[src/rtl/multi_decade_down_counter.sv]
// multi_decade_down_counter: three-digit BCD down counter with prescaler, IDLE/RUN/DONE FSM; `define BCD_DOWN_AUTO_RELOAD_EN for auto-reload at terminal count
module multi_decade_down_counter #(
    parameter int unsigned TICK_DIV = 1
) (
    input  logic       clk,
    input  logic       reset_n,
    input  logic       enable,
    input  logic       load,
    input  logic [3:0] load_ones,
    input  logic [3:0] load_tens,
    input  logic [3:0] load_hundreds,
    input  logic       start,
    output logic [3:0] ones,
    output logic [3:0] tens,
    output logic [3:0] hundreds,
    output logic       busy,
    output logic       done
);
    typedef enum logic [1:0] {IDLE, RUN, DONE} state_t;
    localparam logic [15:0] TICK_LAST = 16'(TICK_DIV - 1);
    state_t      r_state, w_state_nxt;
    logic [11:0] r_cnt, w_cnt_nxt, w_load_val, w_dec;
    logic [15:0] r_presc, w_presc_nxt;
    logic        r_busy, r_done, w_done_nxt, w_last;
    logic [3:0]  w_o, w_t, w_h;
`ifdef BCD_DOWN_AUTO_RELOAD_EN
    logic [11:0] r_pre, w_pre_nxt;
`endif
    function automatic logic [3:0] clamp9(input logic [3:0] d);
        return (d > 4'd9) ? 4'd9 : d;
    endfunction
    assign w_o = r_cnt[3:0];
    assign w_t = r_cnt[7:4];
    assign w_h = r_cnt[11:8];
    assign w_load_val = {clamp9(load_hundreds), clamp9(load_tens), clamp9(load_ones)};
    assign w_last = (r_cnt == 12'h001);
    assign w_dec = {(w_o == 4'd0 && w_t == 4'd0) ? w_h - 4'd1 : w_h,
                    (w_o == 4'd0) ? ((w_t == 4'd0) ? 4'd9 : w_t - 4'd1) : w_t,
                    (w_o == 4'd0) ? 4'd9 : w_o - 4'd1};
    assign ones     = r_cnt[3:0];
    assign tens     = r_cnt[7:4];
    assign hundreds = r_cnt[11:8];
    assign busy     = r_busy;
    assign done     = r_done;
    // Next-state, next-count and terminal-count decisions; load overrides everything
    always_comb begin
        w_state_nxt = r_state;
        w_cnt_nxt   = r_cnt;
        w_presc_nxt = r_presc;
        w_done_nxt  = r_done;
`ifdef BCD_DOWN_AUTO_RELOAD_EN
        w_pre_nxt   = r_pre;
`endif
        if (load) begin
            w_state_nxt = IDLE;
            w_cnt_nxt   = w_load_val;
            w_presc_nxt = '0;
            w_done_nxt  = 1'b0;
`ifdef BCD_DOWN_AUTO_RELOAD_EN
            w_pre_nxt   = w_load_val;
`endif
        end else begin
            case (r_state)
                IDLE: begin
                    if (start) begin
                        w_state_nxt = (r_cnt == 12'h000) ? DONE : RUN;
                        w_done_nxt  = (r_cnt == 12'h000);
                    end
                end
                RUN: begin
`ifdef BCD_DOWN_AUTO_RELOAD_EN
                    w_done_nxt = 1'b0;
`endif
                    if (enable) begin
                        if (r_presc == TICK_LAST) begin
                            w_presc_nxt = '0;
                            if (w_last) begin
`ifdef BCD_DOWN_AUTO_RELOAD_EN
                                w_cnt_nxt   = r_pre;
                                w_done_nxt  = 1'b1;
`else
                                w_cnt_nxt   = 12'h000;
                                w_state_nxt = DONE;
                                w_done_nxt  = 1'b1;
`endif
                            end else begin
                                w_cnt_nxt = w_dec;
                            end
                        end else begin
                            w_presc_nxt = r_presc + 16'd1;
                        end
                    end
                end
                DONE: w_state_nxt = DONE;
                default: w_state_nxt = IDLE;
            endcase
        end
    end
    // State and datapath registers with synchronous active-low reset
    always_ff @(posedge clk) begin
        if (!reset_n) begin
            r_state <= IDLE;
            r_cnt   <= '0;
            r_presc <= '0;
            r_busy  <= 1'b0;
            r_done  <= 1'b0;
`ifdef BCD_DOWN_AUTO_RELOAD_EN
            r_pre   <= '0;
`endif
        end else begin
            r_state <= w_state_nxt;
            r_cnt   <= w_cnt_nxt;
            r_presc <= w_presc_nxt;
            r_busy  <= (w_state_nxt == RUN);
            r_done  <= w_done_nxt;
`ifdef BCD_DOWN_AUTO_RELOAD_EN
            r_pre   <= w_pre_nxt;
`endif
        end
    end
endmodule

[config.mk]
export PLATFORM = sky130hd
export DESIGN_NAME = multi_decade_down_counter
export DESIGN_NICKNAME = d
export VERILOG_FILES = /design/src/rtl/multi_decade_down_counter.sv
export SDC_FILE = /design/constraint.sdc
export NUM_CORES = 1
export LEC_CHECK = 0
export BUFFER_PORTS_ARGS = -buffer_cell sky130_fd_sc_hd__buf_2
export CAP_MARGIN = 15
export CELL_PAD_IN_SITES_DETAIL_PLACEMENT = 0
export CELL_PAD_IN_SITES_GLOBAL_PLACEMENT = 1
export CORE_MARGIN = 3
export CORE_UTILIZATION = 38
export CTS_BUF_LIST = sky130_fd_sc_hd__clkbuf_4 sky130_fd_sc_hd__clkbuf_8
export CTS_CLUSTER_SIZE = 10
export DETAILED_ROUTE_END_ITERATION = 12
export GPL_ROUTABILITY_DRIVEN = 0
export GPL_TIMING_DRIVEN = 0
export PLACE_DENSITY_LB_ADDON = 0.1
export SYNTH_ARGS = -nofsm -noshare
export SYNTH_HDL_FRONTEND = slang
export SYNTH_SLANG_ARGS = --single-unit
export TNS_END_PERCENT = 5
[constraint.sdc]
create_clock -name clk -period 2.14 [get_ports clk]
set_input_delay 0.428 -clock clk [delete_from_list [all_inputs] [get_ports clk]]
set_output_delay 0.428 -clock clk [all_outputs]
set_load 0.1 [all_outputs]
=== After elaboration in Yosys (flattened, before gate mapping) ===
Cells that the tools add are included.

* Bits of input ports: 17
* Bits in read-only memories: 0
* Word-level logic and storage cells: 66
* Memory bits (writable): 0
* Flip-flop bits (word level): 32
* Memories: 0
* Output and inout bits: 14
* Bits in latches: 0

* Add/sub/neg operators: 4
* $mul: 0
* Reductions and logical operators: 18
* Div/mod/pow operators: 0
* Muxes and demuxes: 25
* Magnitude comparators: 3
* Bitwise operators: 1
* Equal/unequal tests: 8
* Shift operators: 0

{| class="wikitable"
|+ Operators with widths
! cell !! number
|-
| $mux 12 || 5
|-
| $mux 4 || 7
|-
| $add 16x1->16 const B || 1
|-
| $logic_not 16->1 || 1
|-
| $mux 16 || 1
|-
| $eq 12x1->1 const B || 1
|-
| $gt 4x4->1 const B || 3
|-
| $logic_not 12->1 || 1
|-
| $mux 2 || 6
|-
| $sub 4x1->4 const B || 3
|-
| $logic_not 4->1 || 2
|-
| $ne 2x2->1 const B || 4
|-
| $reduce_and 4->1 || 2
|-
| $reduce_bool 2->1 || 4
|-
| $pmux 2 s3 || 1
|-
| $reduce_bool 3->1 || 2
|-
| $reduce_and 5->1 || 1
|-
| $eq 2x1->1 const B || 2
|-
| $mux 1 || 4
|-
| $reduce_and 3->1 || 1
|-
| $eq 2x2->1 const B || 1
|-
| $logic_not 2->1 || 1
|-
| $pmux 1 s2 || 1
|-
| $reduce_and 2->1 || 1
|-
| other kinds (3) || 3
|}

=== Logic depth before layout (Yosys ltp) ===
Gate-level depths: netlist (run 1).

* Depth after elaboration: 8
* Mapped depth: 8
* Gate-level depth less buffers: 7

=== Worst setup path before layout (run 1) ===
No wires, ideal clock.

* Kind: flip-flop to flip-flop
* From: register r_cnt[0]
* To: register r_cnt[11]
* Arrival time: 2573 ps
* Period minus slack after synthesis: 2695 ps
* Cell stages (with the launch flop): 6
* Required time: 2018 ps
* Setup time: 122 ps
* Path slack: -555 ps
* Cell sequence: dfxtp_1 > or4b_4 > nor3_4 > nor3_2 > or2_4 > a311o_1

* Cells in the longest elaborated chain, start to end: 6
* Elaborated cells between the ends (all ways): 10
* Those cells by class: eq/ne (1); mux (5); reduce/logical (4)

{| class="wikitable"
|+ Ends and longest elaborated chain
! item !! line !! source
|-
| from (decl) || 22 || <nowiki>logic [11:0] r_cnt, w_cnt_nxt, w_load_val, w_dec;</nowiki>
|-
| from (signal assigned) || 112 || <nowiki>r_cnt <= w_cnt_nxt;</nowiki>
|-
| $eq 12x1->1 || 36 || <nowiki>assign w_last = (r_cnt == 12'h001);</nowiki>
|-
| $mux 12 || 77 || <nowiki>if (w_last) begin</nowiki>
|-
| $mux 12 || 75 || <nowiki>if (r_presc == TICK_LAST) begin</nowiki>
|-
| $mux 12 || 74 || <nowiki>if (enable) begin</nowiki>
|-
| $mux 12 || 63 || <nowiki>case (r_state)</nowiki>
|-
| $mux 12 || 54 || <nowiki>if (load) begin</nowiki>
|}

Parallel ways exist; a longest one is shown, timed or not. The select of a mux whose other input is x is not followed.
A chain may end at the register's enable or synchronous reset.

=== Final worst setup path (run 1) ===
* From: register r_cnt[8]
* To: register r_cnt[11]

* Cells in the longest elaborated chain, start to end: 7
* Elaborated cells between the ends (all ways): 10
* Those cells by class: add/sub (1); eq/ne (1); mux (6); reduce/logical (2)

{| class="wikitable"
|+ Ends and longest elaborated chain
! item !! line !! source
|-
| $sub 4x1->4 || 37 || <nowiki>assign w_dec = {(w_o == 4'd0 && w_t == 4'd0) ? w_h - 4'd1 : w_h,</nowiki>
|-
| $mux 4 || 37 ||
|-
| $mux 12 || 77 ||
|-
| $mux 12 || 75 ||
|-
| $mux 12 || 74 ||
|-
| $mux 12 || 63 ||
|-
| $mux 12 || 54 ||
|}

Parallel ways exist; a longest one is shown, timed or not. The select of a mux whose other input is x is not followed.

==> impl_metrics.env, run 1 <==
export IMPL_power_frac_seq_pct=42.3
export IMPL_cp_start_kind="register"
export IMPL_synth_area_um2=1784
export IMPL_grt_start_max_net_pins=17
export IMPL_dieArea_um2=5553
export IMPL_reg2reg_from="r_cnt[8]"
export IMPL_grt_pass1_vias=1623
export IMPL_timing_final_crit_share_pct=96.09
export IMPL_cp_top_family="simple AND/OR/NAND/NOR gates"
export IMPL_hold_path_class="input pin to register"
export IMPL_hp_start="load_ones[0]"
export IMPL_synth_ff_type="dfxtp_1"
export IMPL_synth_top_family_by_area="simple AND/OR/NAND/NOR gates"
export IMPL_timing_rr_end="r_cnt[11]"
export IMPL_critPathMaxStageDelay_ns=0.39
export IMPL_cts_buffers=5
export IMPL_yosysWarnings=0
export IMPL_cts_htree_levels=2
export IMPL_min_period_ns=2.056
export IMPL_numClockSinks=32
export IMPL_clock_path_buffers=2
export IMPL_intPower_uw=994.0
export IMPL_switching_share_pct=35.58
export IMPL_synthArstFlopShare_pct=0
export IMPL_vdd_drop_max_mv=0.3259
export IMPL_pwr_share_clk_pct=31.7
export IMPL_finClkSkew_ns=0.005290
export IMPL_combPwrFrac_pct=26.0
export IMPL_synth_compound_area_share_pct=15.01
export IMPL_vias_per_cell=5.410
export IMPL_fin_hold_ws_ns=0.4729
export IMPL_crit_type="register to register"
export IMPL_yosysUniqueCellTypes=49
export IMPL_maxCapViolCount=0
export IMPL_critPathRequiredTime_ns=2.31
export IMPL_ff2ff_setup_slack_ns=0.08
export IMPL_critPathSlowestCell="or3b_4"
export IMPL_drt_pass1_iterations=4
export IMPL_worstMarginPinSlew_ns=0.5986
export IMPL_path_clk_slew_ns=0.07
export IMPL_hold_path_cell_count=3
export IMPL_drv_slew=0
export IMPL_crit_fanout=4
export IMPL_wire_per_inst_um=14.16
export IMPL_area_growth_pct=19.78
export IMPL_endpoint_kind="register"
export IMPL_p_sw_uw=548.9
export IMPL_finalNetCount=273
export IMPL_min_to="r_cnt[0]"
export IMPL_netlist_instances=217
export IMPL_setup_violations=0
export IMPL_worstPathCellList="inv_2, ha_1, or3b_4, nor3_4, nor3_2, or2_4, a311o_1"
export IMPL_insertion_delay_ns=0.28
export IMPL_status="completed"
export IMPL_antenna_found_initial=0
export IMPL_power_density_nw_per_um2=722.0
export IMPL_syn_avg_cell_area_um2=8.222
export IMPL_leakagePower_nw=0.8521
export IMPL_crit_arrival_ns=2.23
export IMPL_grt_usage_pct=17.29
export IMPL_place_hpwl_mm=3.197
export IMPL_vias=1650
export IMPL_antennaDiodeCount=0
export IMPL_crit_buf_inv=1
export IMPL_cts_root_buf="clkbuf_8"
export IMPL_drc=0
export IMPL_drive_above_1_share_pct=27.67
export IMPL_ys_seq_area_share_pct=35.90
export IMPL_hold_buffers=0
export IMPL_yosys_area_share_simple_pct=33.87
export IMPL_io_buffers=28
export IMPL_synth_nets=238
export IMPL_drtIter0Drc=62
export IMPL_synth_xor_area_share_pct=8.836
export IMPL_dieWidth_um=74.52
export IMPL_muxShareOfSynthArea_pct=0
export IMPL_fmax_mhz=486.3
export IMPL_slew_headroom_pct=59.73
export IMPL_grt_overflow_total=0
export IMPL_cts_tree="done"
export IMPL_r2r_cells=7
export IMPL_mostFrequentLayoutCells="32 x buf_2, 25 x nor2_1, 20 x dfxtp_1"
export IMPL_final_common_cell="buf_2"
export IMPL_nFillCells=477
export IMPL_ys_ff_latch=32
export IMPL_postRouteAntennaNets=0
export IMPL_finalWirelength_mm=4.320
export IMPL_yosys_area_share_adder_pct=2.805
export IMPL_grt_pass1_wl_mm=7.383
export IMPL_synth_edff_count=0
export IMPL_rows=24
export IMPL_fin_total_pwr_mw=1.543
export IMPL_ioPinCount=31
export IMPL_die_y_um=74.52
export IMPL_hold_viol=0
export IMPL_start_util_pct=40.15
export IMPL_core_um2=4444
==> metal layers <==
| metal | global-route usage, % | up-vias | share of wire [%] |
|---|---|---|---|
| met5 | 0 | - | 0 |
| met4 | 7.312 | 0 | 1.7 |
| met3 | 4.054 | 7 | 4.1 |
| met2 | 28.59 | 27 | 46 |
| met1 | 21.51 | 763 | 48 |
| li1 | - | 853 | - |
==> power groups by stage <==
stage                     combinational (mW)  sequential [mW]  clock [mW]
after global routing                   0.433            0.658       0.528
after CTS                              0.401            0.652       0.502
after floorplan                        0.165            0.819           0
final                                  0.402            0.653       0.488
after detailed placement               0.400            0.666           0
after global placement                 0.400            0.666           0
==> cells in the mapped netlist (5+ instances only) <==
master	number	area [um^2]
nand2_1	14	52.55
a21oi_1	13	65.06
and3_1	6	37.54
nor4_1	6	37.54
nor2_1	25	93.84
nand3_1	8	40.04
inv_1	5	18.77
o21a_1	5	37.54
o21ai_0	9	45.04
dfxtp_1	32	640.6
xor2_1	14	122.6
and4_1	5	43.79
nor3_1	10	50.05
clkbuf_1	7	26.28
==> sequential cells by signal, indices dropped and copies added (netlist names) <==
| name | count |
|---|---|
| done | 1 |
| r_presc | 16 |
| r_state | 2 |
| busy | 1 |
| r_cnt | 12 |
==> logic make-up (layout without fill, tap and decap cells) <==
group	Yosys count	after routing
buffers and inverters	16	52
XOR/XNOR	18	18
AO/OA/AOI/OAI	42	42
AND/OR/NAND/NOR	105	105
flip-flops	32	32
adder cells (fa/ha/maj)	4	4
==> worst max-delay path by stage <==
stage,depth (start not counted),from,end
floorplan,7,r_cnt[8],r_cnt[11]
detailed placement,6,r_presc[8],r_presc[13]
finish,7,r_cnt[8],r_cnt[11]
global route,7,r_cnt[8],r_cnt[11]
global placement,7,r_cnt[8],r_cnt[11]
CTS,7,r_cnt[8],r_cnt[11]
==> through the flow <==
step	utilization, %	cells	instance area, um^2	setup slack, ns	setup TNS, ns
floorplan	-	217	1817	-0.002111	-0.002111
global route	48.09	305	2137	-0.002127	-0.002127
detailed placement	45.50	297	2022	-0.08255	-0.8412
CTS	47.52	304	2112	-0.07693	-0.09356
global placement	45.50	297	2022	-0.06777	-0.1444
finish	48.09	305	2137	0.08361	0
==> area by class of cell <==
type	count	area, um^2	share of cell area, %
clock buffers	6	82.58	3.864
multi-input cells	169	1100	51.46
clock inverters	2	10.01	0.4684
repair buffers	29	147.6	6.909
well taps	52	65.06	3.044
flip-flops and latches	32	670.6	31.38
plain buffers	9	38.79	1.815
inverters	6	22.52	1.054
==> repair_timing <==
item / 4_1_cts / 5_1_grt
gates resized for setup: 1 / 5
endpoints found under the setup margin: 16 / 23
pin swaps: 1 / 1
setup buffers: 0 / 1
==> worst reg2reg max path, cell delays in order, from the launching register on <==
cell and delay (ns):
dfxtp_4 0.36, inv_2 0.07, ha_1 0.14, or3b_4 0.40, nor3_4 0.28, nor3_2 0.10
or2_4 0.29, a311o_1 0.31
Note: power is estimated with default switching activity, not from simulation.
==> inputs of run 2 (changes only) <==
--- a/config.mk
+++ b/config.mk
@@ -17,6 +17,7 @@
 export GPL_ROUTABILITY_DRIVEN = 0
 export GPL_TIMING_DRIVEN = 0
 export PLACE_DENSITY_LB_ADDON = 0.1
+export REMOVE_ABC_BUFFERS = 1
 export SYNTH_ARGS = -nofsm -noshare
 export SYNTH_HDL_FRONTEND = slang
 export SYNTH_SLANG_ARGS = --single-unit
==> run 2 against run 1 <==
  * Combinational power barely moved
  * Utilization fell by 0.70 points
  * Fmax barely moved
  * Count of clock-buffer cells in the layout rose by 2
  * Sequential cell count did not move
  * Critical path type unchanged
  * Largest power group unchanged
==> impl_metrics.env, run 2 (synthesis results as in run 1) <==
export IMPL_status="completed"
export IMPL_ioPinCount=31
export IMPL_regMostFlops="r_presc"
export IMPL_wire_per_inst_um=13.68
export IMPL_pwr_share_clk_pct=32.8
export IMPL_slew_headroom_pct=61.16
export IMPL_crit_arrival_ns=2.23
export IMPL_area_growth_pct=18.02
export IMPL_switching_share_pct=34.48
export IMPL_place_hpwl_mm=2.882
export IMPL_final_cells=299
export IMPL_hold_path_class="input pin to register"
export IMPL_crit_fanout=7
export IMPL_power_density_nw_per_um2=741.0
export IMPL_finClkSkew_ns=0.005981
export IMPL_leakagePower_nw=0.8558
export IMPL_dp_cells=289
export IMPL_vdd_drop_max_mv=0.3542
export IMPL_critPathMaxStageDelay_ns=0.73
export IMPL_clock_path_buffers=2
export IMPL_insertion_delay_ns=0.28
export IMPL_die_y_um=74.52
export IMPL_dieWidth_um=74.52
export IMPL_worstPathCellList="or4_2, nor2_2, nor3_2, or2_4, a311o_1"
export IMPL_vias_per_cell=5.405
export IMPL_core_um2=4444
export IMPL_critPathRequiredTime_ns=2.32
export IMPL_numClockSinks=32
export IMPL_drv_slew=0
export IMPL_fin_util_pct=47.38
export IMPL_mostFrequentLayoutCells="32 x dfxtp_1, 30 x buf_2, 24 x nor2_1"
export IMPL_antenna_found_initial=0
export IMPL_rsz0062_at_grt="false"
export IMPL_endpoint_kind="register"
export IMPL_cts_htree_levels=2
export IMPL_timing_final_crit_share_pct=96.02
export IMPL_cp_top_family="simple AND/OR/NAND/NOR gates"
export IMPL_combPwrFrac_pct=25.6
export IMPL_drive_above_1_share_pct=23.08
export IMPL_top_regs="r_presc x16, r_cnt x12, r_state x2"
export IMPL_drtIter0Drc=83
export IMPL_cts_tree="done"
export IMPL_power_frac_seq_pct=41.6
export IMPL_hold_viol=0
export IMPL_setup_tns_ns=0
export IMPL_finalNetCount=267
export IMPL_fin_hold_ws_ns=0.4633
export IMPL_finalWirelength_mm=4.091
export IMPL_final_common_cell="dfxtp_1"
export IMPL_critPathSlowestCell="or4_2"
export IMPL_vias=1616
export IMPL_min_period_ns=2.055
export IMPL_fmax_mhz=486.7
export IMPL_cp_start_kind="register"
export IMPL_crit_type="register to register"
export IMPL_grt_overflow_total=0
export IMPL_largest_reg_flops=16
export IMPL_start_util_pct=40.15
export IMPL_maxCapViolCount=0
export IMPL_dieArea_um2=5553
export IMPL_p_sw_uw=538.0
export IMPL_setup_violations=0
export IMPL_postRouteAntennaNets=0
export IMPL_grt_pass1_vias=1423
export IMPL_path_clk_slew_ns=0.07
export IMPL_rows=24
export IMPL_cts_buffers=5
export IMPL_nFillCells=443
export IMPL_antennaDiodeCount=0
export IMPL_grt_pass1_wl_mm=6.630
export IMPL_cts_root_buf="clkbuf_8"
export IMPL_grt_start_max_net_pins=28
export IMPL_drt_pass1_iterations=4
export IMPL_grt_usage_pct=15.64
export IMPL_io_buffers=30
export IMPL_intPower_mw=1.022
export IMPL_crit_buf_inv=0
export IMPL_worstMarginPinSlew_ns=0.5826
export IMPL_fin_total_pwr_mw=1.560
export IMPL_hold_buffers=0
export IMPL_drc=0
## run 2: cell types whose count changed in the layout (fill, tap and decap cells not counted), sizes merged
cell,delta
buf,-1
clkbuf,-3
clkinv,-2
## run 2: stage by stage
step / instance area (um^2) / setup slack [ns]
final: 2106 / 0.08520
after global routing: 2106 / 0.003755
after CTS: 2083 / 0.05976
after detailed placement: 1958 / -0.2150
after global placement: 1958 / -0.2260
after floorplan: 1743 / -0.5554
## run 2: repair_timing
item	CTS	global route
setup endpoints to repair	8	15
endpoints found under the hold margin	0	0
gates resized for setup	3	5
buffers inserted	2	0
pin swaps	1	1
## run 2: metal layers
metal	track usage [%]	part of all wire, %	vias to the layer above
met5	0	0	-
met4	4.941	1.1	0
met3	4.865	5.2	4
met2	24.78	45	32
met1	20.33	49	735
li1	-	-	845
## run 2: power groups by stage
stage	combinational (mW)	clock, mW	sequential (mW)
6_report	0.399	0.512	0.649
5_1_grt	0.428	0.551	0.653
4_1_cts	0.397	0.528	0.649
2_1_floorplan	0.152	0	0.814
3_5_place_dp	0.389	0	0.663
3_3_place_gp	0.392	0	0.662
## run 2: cell type report
cell class                 instances  area, um^2  share of cell area [%]
clock buffer                       8       97.59                   4.635
inverter                           6       22.52                   1.070
multi-input combinational        169        1115                   52.94
sequential                        32       640.6                   30.42
tap                               52       65.06                   3.090
timing repair buffer              32       165.2                   7.843
## run 2: tightest hold or removal path, cell delays in order
cell and delay, ns:
buf_2 0.07, nand3b_1 0.09, o211a_1 0.13
## run 2: worst paths after layout
check	slack [ns]	end	start	depth (start not counted)
min	0.46	r_cnt[0]	load_ones[0]	3
min reg2reg	0.52	r_cnt[10]	r_cnt[10]	2
max reg2reg	0.09	r_cnt[11]	r_cnt[0]	5
max	0.09	r_cnt[11]	r_cnt[0]	5
==> inputs of run 3 (changes only) <==
--- a/config.mk
+++ b/config.mk
@@ -7,16 +7,13 @@
 export LEC_CHECK = 0
 export BUFFER_PORTS_ARGS = -buffer_cell sky130_fd_sc_hd__buf_2
 export CAP_MARGIN = 15
-export CELL_PAD_IN_SITES_DETAIL_PLACEMENT = 0
-export CELL_PAD_IN_SITES_GLOBAL_PLACEMENT = 1
 export CORE_MARGIN = 3
-export CORE_UTILIZATION = 38
+export CORE_UTILIZATION = 40
 export CTS_BUF_LIST = sky130_fd_sc_hd__clkbuf_4 sky130_fd_sc_hd__clkbuf_8
 export CTS_CLUSTER_SIZE = 10
 export DETAILED_ROUTE_END_ITERATION = 12
 export GPL_ROUTABILITY_DRIVEN = 0
 export GPL_TIMING_DRIVEN = 0
-export PLACE_DENSITY_LB_ADDON = 0.1
 export REMOVE_ABC_BUFFERS = 1
 export SYNTH_ARGS = -nofsm -noshare
 export SYNTH_HDL_FRONTEND = slang
==> run 3 against run 2 <==
  * Combinational power about the same
  * Sequential share of layout area about the same
  * Die area down 4.6%
  * First-iteration DRC count down 9.6%
  * Non-clock buffer count unchanged
  * Critical path depth up 2
  * Register-to-register slack better by 0.03 ns
  * Critical endpoint unchanged
==> impl_metrics.env, run 3 (synthesis results as in run 1) <==
export IMPL_status="completed"
export IMPL_grt_usage_pct=16.06
export IMPL_leakagePower_nw=0.8425
export IMPL_grt_overflow_total=0
export IMPL_rsz0062_at_grt="false"
export IMPL_final_cells=297
export IMPL_largest_reg_flops=16
export IMPL_core_um2=4144
export IMPL_postRouteAntennaNets=0
export IMPL_final_common_cell="dfxtp_1"
export IMPL_clock_path_buffers=2
export IMPL_drv_slew=0
export IMPL_maxCapViolCount=0
export IMPL_vias=1630
export IMPL_endpoint_kind="register"
export IMPL_drt_pass1_iterations=4
export IMPL_cts_root_buf="clkbuf_8"
export IMPL_area_growth_pct=18.23
export IMPL_die_y_um=72.79
export IMPL_antenna_found_initial=0
export IMPL_ioPinCount=31
export IMPL_drtIter0Drc=75
export IMPL_fmax_mhz=492.9
export IMPL_place_hpwl_mm=2.844
export IMPL_cts_buffers=5
export IMPL_fin_total_pwr_mw=1.536
export IMPL_slew_headroom_pct=64.06
export IMPL_insertion_delay_ns=0.29
export IMPL_crit_fanout=4
export IMPL_dp_cells=287
export IMPL_drc=0
export IMPL_grt_start_max_net_pins=28
export IMPL_power_density_nw_per_um2=728.2
export IMPL_hold_viol=0
export IMPL_cts_htree_levels=2
export IMPL_numClockSinks=32
export IMPL_vias_per_cell=5.488
export IMPL_mostFrequentLayoutCells="31 x dfxtp_1, 30 x buf_2, 24 x nor2_1"
export IMPL_setup_ws_ns=0.1111
export IMPL_setup_violations=0
export IMPL_finClkSkew_ns=0.006940
export IMPL_dieWidth_um=72.79
export IMPL_vdd_drop_max_mv=0.5085
export IMPL_wire_per_inst_um=13.34
export IMPL_min_period_ns=2.029
export IMPL_setup_tns_ns=0
export IMPL_crit_type="register to register"
export IMPL_cp_start_kind="register"
export IMPL_antennaDiodeCount=0
export IMPL_io_buffers=30
export IMPL_hold_buffers=0
export IMPL_finalWirelength_mm=3.963
export IMPL_hold_path_class="input pin to register"
export IMPL_dieArea_um2=5298
export IMPL_grt_pass1_vias=1422
export IMPL_top_regs="r_presc x16, r_cnt x12, r_state x2"
export IMPL_dp_worst_setup_slack_ns=-0.1669
export IMPL_fin_hold_ws_ns=0.4573
export IMPL_finalNetCount=267
export IMPL_regMostFlops="r_presc"
export IMPL_drive_above_1_share_pct=23.89
export IMPL_start_util_pct=43.06
export IMPL_cts_tree="done"
export IMPL_crit_arrival_ns=2.21
export IMPL_path_clk_slew_ns=0.07
export IMPL_worstMarginPinSlew_ns=0.5378
export IMPL_grt_pass1_wl_mm=6.651
export IMPL_timing_final_crit_share_pct=94.81
export IMPL_rows=23
export IMPL_critPathRequiredTime_ns=2.32
==> run 3: where the power goes <==
part           leakage [nW]  switching (mW)  internal, mW
clock network        0.0510           0.227         0.256
registers             0.261          0.0311         0.620
logic                 0.531           0.285         0.116
==> run 3: worst max-delay path, stage by stage, from the launching register on <==
cell	delay, ns
dfxtp_1	0.32
inv_1	0.09
ha_1	0.14
or3b_4	0.40
nor3_4	0.25
nor3_2	0.10
or2_4	0.27
a311o_1	0.34
==> run 3: cell type report <==
type                    count  area [um^2]
clock inverters             2        10.01
flip-flops and latches     32        641.9
repair buffers             32        165.2
well taps                  50        62.56
inverters                   6        22.52
fillers                   423         2034
clock buffers               6        82.58
multi-input cells         169         1125
==> run 3: routing by layer <==
layer | track usage (%) | vias up | wire (um)
li1 | - | 840 | -
met2 | 21.34 | 33 | 1628
met3 | 5.785 | 7 | 181
met5 | 0 | - | 0
met4 | 5.738 | 0 | 57
met1 | 23.52 | 750 | 2096
==> run 3: path summary, 6_finish.rpt <==
check	startpoint	slack, ns	depth (start not counted)	endpoint
hold reg to reg	r_cnt[10]	0.52	2	r_cnt[10]
hold / removal	load_ones[0]	0.46	3	r_cnt[0]
setup / recovery	r_cnt[9]	0.11	7	r_cnt[11]
setup reg to reg	r_cnt[9]	0.11	7	r_cnt[11]
==> run 3: repair_timing <==
item                                    4_1_cts  5_1_grt
gates cloned                                  0        0
gates resized for setup                       2        9
pin swaps                                     1        1
endpoints found under the setup margin        6       20
buffers inserted                              2        0
==> run 3: metrics by stage <==
step                area [um^2]  util (%)
floorplan                  1743         -
global placement           1956     47.19
detailed placement         1956     47.19
CTS                        2069     49.94
global route               2110     50.91
finish                     2110     50.91
